`config.mk`:
```
export PLATFORM = sky130hd
export DESIGN_NAME = ret_addr_stack
export DESIGN_NICKNAME = d
export VERILOG_FILES = /design/src/rtl/ret_addr_stack.sv
export SDC_FILE = /design/constraint.sdc
export NUM_CORES = 1
export LEC_CHECK = 0
export ABC_AREA = 1
export CORE_ASPECT_RATIO = 2
export CORE_MARGIN = 5
export CORE_UTILIZATION = 56
export DETAILED_ROUTE_END_ITERATION = 7
export PLACE_DENSITY = 0.92
export RECOVER_POWER = 25
export SLEW_MARGIN = 25
export SYNTH_ARGS = -nofsm -noshare
export SYNTH_HDL_FRONTEND = slang
export SYNTH_SLANG_ARGS = --single-unit
```
`constraint.sdc`:
```
create_clock -name clk -period 4.45 [get_ports clk]
set_clock_uncertainty 0.05 [all_clocks]
set_input_delay 1.1125 -clock clk [delete_from_list [all_inputs] [get_ports clk]]
set_output_delay 1.1125 -clock clk [all_outputs]
set_load 0.01 [all_outputs]
```
`src/rtl/ret_addr_stack.sv`:
```
// ret_addr_stack: branch/return-address unit with a DEPTH-entry return-address stack.
// Ports:
//   clk, rst                  clock and synchronous active-high reset
//   i_instr_valid             i_pc/i_opcode/i_target are valid this cycle
//   i_pc, i_target            current instruction address and branch/call target
//   i_opcode, i_cond_sel      instruction[15:12] and instruction[11] (0 = Z, 1 = N)
//   i_z, i_n                  condition flags
//   i_err_clr                 clears the sticky error flags
//   o_next_pc                 next fetch address (holds when not updated)
//   o_next_valid, o_taken     one-cycle pulses: next_pc updated / update was a redirect
//   o_depth                   stack occupancy 0..DEPTH
//   o_overflow, o_underflow   sticky push-while-full / RET-while-empty flags
module ret_addr_stack #(
    parameter int ADDR_W    = 8,
    parameter int DEPTH     = 4,
    parameter int STEP      = 2,
    parameter int WRAP_MODE = 1
) (
    input  logic                     clk,
    input  logic                     rst,
    input  logic                     i_instr_valid,
    input  logic [ADDR_W-1:0]        i_pc,
    input  logic [3:0]               i_opcode,
    input  logic                     i_cond_sel,
    input  logic [ADDR_W-1:0]        i_target,
    input  logic                     i_z,
    input  logic                     i_n,
    input  logic                     i_err_clr,
    output logic [ADDR_W-1:0]        o_next_pc,
    output logic                     o_next_valid,
    output logic                     o_taken,
    output logic [$clog2(DEPTH):0]   o_depth,
    output logic                     o_overflow,
    output logic                     o_underflow
);
    localparam int SP_W = $clog2(DEPTH);

    logic [ADDR_W-1:0] r_stack [DEPTH];
    logic [SP_W-1:0]   r_sp;
    logic [SP_W:0]     r_depth;
    logic [ADDR_W-1:0] r_next_pc;
    logic              r_next_valid;
    logic              r_taken;
    logic              r_overflow;
    logic              r_underflow;

    logic              w_br;
    logic              w_cnd;
    logic              w_call;
    logic              w_ret;
    logic              w_cond;
    logic              w_full;
    logic              w_empty;
    logic [ADDR_W-1:0] w_top;
    logic [ADDR_W-1:0] w_step;

    assign w_br    = i_instr_valid && (i_opcode == 4'b1001);
    assign w_cnd   = i_instr_valid && (i_opcode == 4'b1010);
    assign w_call  = i_instr_valid && (i_opcode == 4'b1011);
    assign w_ret   = i_instr_valid && (i_opcode == 4'b1100);
    assign w_cond  = i_cond_sel ? i_n : i_z;
    assign w_full  = r_depth == (SP_W+1)'(DEPTH);
    assign w_empty = r_depth == '0;
    // sp points at the next free slot, so the top of stack sits one below it
    assign w_top   = r_stack[r_sp - 1'b1];
    assign w_step  = ADDR_W'(STEP);

    always_ff @(posedge clk) begin
        if (rst) begin
            r_sp         <= '0;
            r_depth      <= '0;
            r_next_pc    <= '0;
            r_next_valid <= 1'b0;
            r_taken      <= 1'b0;
            r_overflow   <= 1'b0;
            r_underflow  <= 1'b0;
        end else begin
            r_next_valid <= 1'b0;
            r_taken      <= 1'b0;
            // clear first so that a same-cycle error below wins
            if (i_err_clr) begin
                r_overflow  <= 1'b0;
                r_underflow <= 1'b0;
            end
            if (w_br) begin
                r_next_pc    <= i_target;
                r_next_valid <= 1'b1;
                r_taken      <= 1'b1;
            end
            if (w_cnd) begin
                r_next_pc    <= w_cond ? i_target : i_pc + w_step;
                r_next_valid <= 1'b1;
                r_taken      <= w_cond;
            end
            if (w_call) begin
                r_next_pc    <= i_target;
                r_next_valid <= 1'b1;
                r_taken      <= 1'b1;
                if (!w_full) begin
                    r_stack[r_sp] <= i_pc;
                    r_sp          <= r_sp + 1'b1;
                    r_depth       <= r_depth + 1'b1;
                end else begin
                    r_overflow <= 1'b1;
                    // when full, sp already addresses the oldest entry
                    if (WRAP_MODE != 0) begin
                        r_stack[r_sp] <= i_pc;
                        r_sp          <= r_sp + 1'b1;
                    end
                end
            end
            if (w_ret) begin
                if (!w_empty) begin
                    r_next_pc    <= w_top + w_step;
                    r_sp         <= r_sp - 1'b1;
                    r_depth      <= r_depth - 1'b1;
                    r_next_valid <= 1'b1;
                    r_taken      <= 1'b1;
                end else begin
                    r_underflow <= 1'b1;
                end
            end
        end
    end

    assign o_next_pc    = r_next_pc;
    assign o_next_valid = r_next_valid;
    assign o_taken      = r_taken;
    assign o_depth      = r_depth;
    assign o_overflow   = r_overflow;
    assign o_underflow  = r_underflow;
endmodule

```
==> results.py <==
metrics = {
    "timing": {
        "tightest_slew_ps": 665,
        "finalCritPeriodShare_pct": 70.3,
        "finalHoldViolCount": 0,
        "rsz0062_at_grt": "no",
        "fmax_mhz": 320,
        "setup_viol": 0,
        "finalCriticalPeriod_ps": 3130,
        "fin_setup_tns_ps": 0,
        "relSlewSlack_pct": 55.5,
        "slew_viol_final": 0,
    },
    "cells_and_area": {
        "final_util_pct": 69.9,
        "area_delta_synth_final_pct": 21.1,
        "n_antenna_cell": 0,
        "nFillCells": 364,
        "drive_above_1_share_pct": 8.49,
        "multi_input_area_um2": 1150,
        "mostFrequentLayoutCells": "94 x nand2_1, 34 x inv_1, 34 x nor2_1, 34 x clkdlybuf4s50_1, 32 x edfxtp_1",
        "layout.nets": 400,
        "layout_commonest_cell": "nand2_1",
        "seqCellArea_um2": 1300,
    },
    "clock_network": {
        "postCtsSetupBuffers": 0,
        "clk_path_buf_depth": 2,
        "clkSinkCount": 49,
        "cts_tree": "yes",
        "cts_resized": 0,
        "cts_root_buf": "clkbuf_8",
        "clkTransAtPathRegs_ps": 90,
        "cts_buffers": 5,
        "cts_hold_buf": 0,
        "h-tree-depth": 2,
        "insertion_delay_ps": 300,
    },
    "global_routing": {
        "track_usage_pct": 24.0,
        "overflow": 0,
        "antenna_found_initial": 0,
        "grt_pass1_vias": 2382,
        "grt_pass1_wl_mm": 11.1,
        "grt_max_degree": 22,
    },
    "floorplan": {
        "ios": 42,
        "die_h_um": 107,
        "dieArea_um2": 6300,
        "initial_utilization_pct": 57.8,
        "rows": 35,
        "dieWidth_um": 58.7,
        "core_um2": 4600,
    },
    "routing": {
        "totalWireLength_mm": 7.07,
        "first_pass_iters": 5,
        "drc": 0,
        "ant_nets": 0,
        "vias_per_cell": 5.61,
        "wire_per_inst_um": 16.8,
        "drt_iter0_markers": 148,
        "via_count": 2357,
    },
    "setup_path": {
        "critPathKind": "in2reg",
        "worstSetupStartpointType": "primary input",
        "cp_slowest_cell": "clkdlybuf4s50_1",
        "max_stage_delay_ps": 610,
        "critPathCaptureType": "flip-flop",
        "cp.required_ps": 4340,
        "path_cells": "clkdlybuf4s50_1, nand3_2, nor2_2, nand2_1, nor2_1",
        "crit_arrival_ps": 3020,
        "cp_max_fo": 11,
    },
    "yosys": {
        "netlist_instances": 323,
        "yosysUniqueCellTypes": 30,
        "synth_top_area_share_pct": 36.2,
        "ys.warnings.count": 0,
        "yosys.area.top_type": "edfxtp_1",
        "synth_top_cells_by_area": "edfxtp_1 36%, nand2_1 13%, dfxtp_1 13%, nand3_1 5.5%, inv_1 4.8%",
        "syn_avg_cell_area_um2": 8.22,
        "ys_seq_area_share_pct": 49.0,
        "mappedNetlistNets": 359,
        "syn_area_um2": 2660,
        "ys_seq_elements": 49,
    },
    "pwr": {
        "ir_worst_vdd_mv": 0.266,
        "p_per_area_nw_per_um2": 304,
        "p_leak_nw": 1.33,
    },
    "placement": {
        "hpwlAfterDp_mm": 5.47,
        "portBuffers": 41,
        "finalWeightedCongestion": 0.931,
    },
    "hold_path": {
        "hp-class": "reg2reg",
    },
    "flow_run": {
        "cap_violations": 0,
    },
    "outcome": {
        "outcome": "complete, no violations",
    },
}
-- area by class of cell --
type,count,area share [%]
Clock buffer,5,2.14
Timing Repair Buffer,42,13.0
Clock inverter,3,2.14
Sequential cell,49,40.5
Multi-Input combinational cell,229,35.7
Tap cell,55,2.14
Inverter,37,4.44
-- cells by family (layout without fill, tap and decap cells) --
group,after synthesis,in the layout,synth area share [%]
adders and majority gates,9,9,4.24
AOI/OAI and AO/OA,37,37,7.87
DFF,49,49,49.0
buffers and inverters,45,87,7.82
and+or+nand+nor,179,179,29.8
xor gates and xnor gates,4,4,1.32
-- layer usage --
layer | vias to the layer above | share of wire [%] | GRT usage (%)
met1 | 1059 | 32 | 21.9
met2 | 123 | 55 | 43.8
li1 | 1130 | - | -
met5 | - | 0 | 0
met3 | 45 | 5.2 | 3.36
met4 | 0 | 8.3 | 19.9
-- power breakdown --
part	leakage [nW]	internal, W	switching (W)
logic	0.834	0.0000479	0.0000638
registers	0.426	0.000489	0.00000360
clock network	0.0687	0.000226	0.000148
total	1.33	0.000763	0.000216
-- per-stage QoR --
stage | worst slack (ps) | area [um2] | total power (W) | std cells | hold slack (ps)
after CTS | 1340 | 3220 | 0.000983 | 420 | 436
final | 1320 | 3220 | 0.000979 | 420 | 427
after floorplan | 2000 | 2660 | 0.000557 | 323 | 431
after global placement | 1140 | 3080 | 0.000609 | 412 | 421
after detailed placement | 992 | 3080 | 0.000613 | 412 | 423
after global routing | 1140 | 3220 | 0.00101 | 420 | 463
-- synthesized netlist by cell type, drive strengths merged --
cell type,instances
nand2,98
nor2,41
inv,36
edfxtp,32
nand3,31
o21ai,18
dfxtp,17
a21oi,14
ha,9
buf,8
nand3b,3
nor3,3
o211ai,3
xor2,3
nand4,2
a31oi,1
clkinv,1
o21bai,1
or2,1
xnor2,1
-- sequential cells by signal, summed over array words and instances (netlist names) --
register / flops
r_stack: 32
o_next_pc: 8
o_depth: 3
r_sp: 2
o_next_valid: 1
o_overflow: 1
o_taken: 1
o_underflow: 1
-- worst max-delay path: cells and delay by family --
kind / cells / cell delay [ps]
buffers and inverters: 1 / 610
AND/OR/NAND/NOR: 4 / 1290
-- worst paths after layout --
| check | cells past startpoint | slack, ps | to | startpoint |
|---|---|---|---|---|
| setup / recovery | 5 | 1320 | r_stack[0][7]$_DFFE_PP_ | i_opcode[0] |
| hold / removal | 2 | 430 | o_underflow$_SDFF_PP0_ | o_underflow$_SDFF_PP0_ |
| hold reg to reg | 2 | 430 | o_underflow$_SDFF_PP0_ | o_underflow$_SDFF_PP0_ |
| setup reg to reg | 15 | 1410 | o_next_pc[7]$_SDFF_PP0_ | r_sp[0]$_SDFF_PP0_ |
Power figures use the tool's default switching activity.
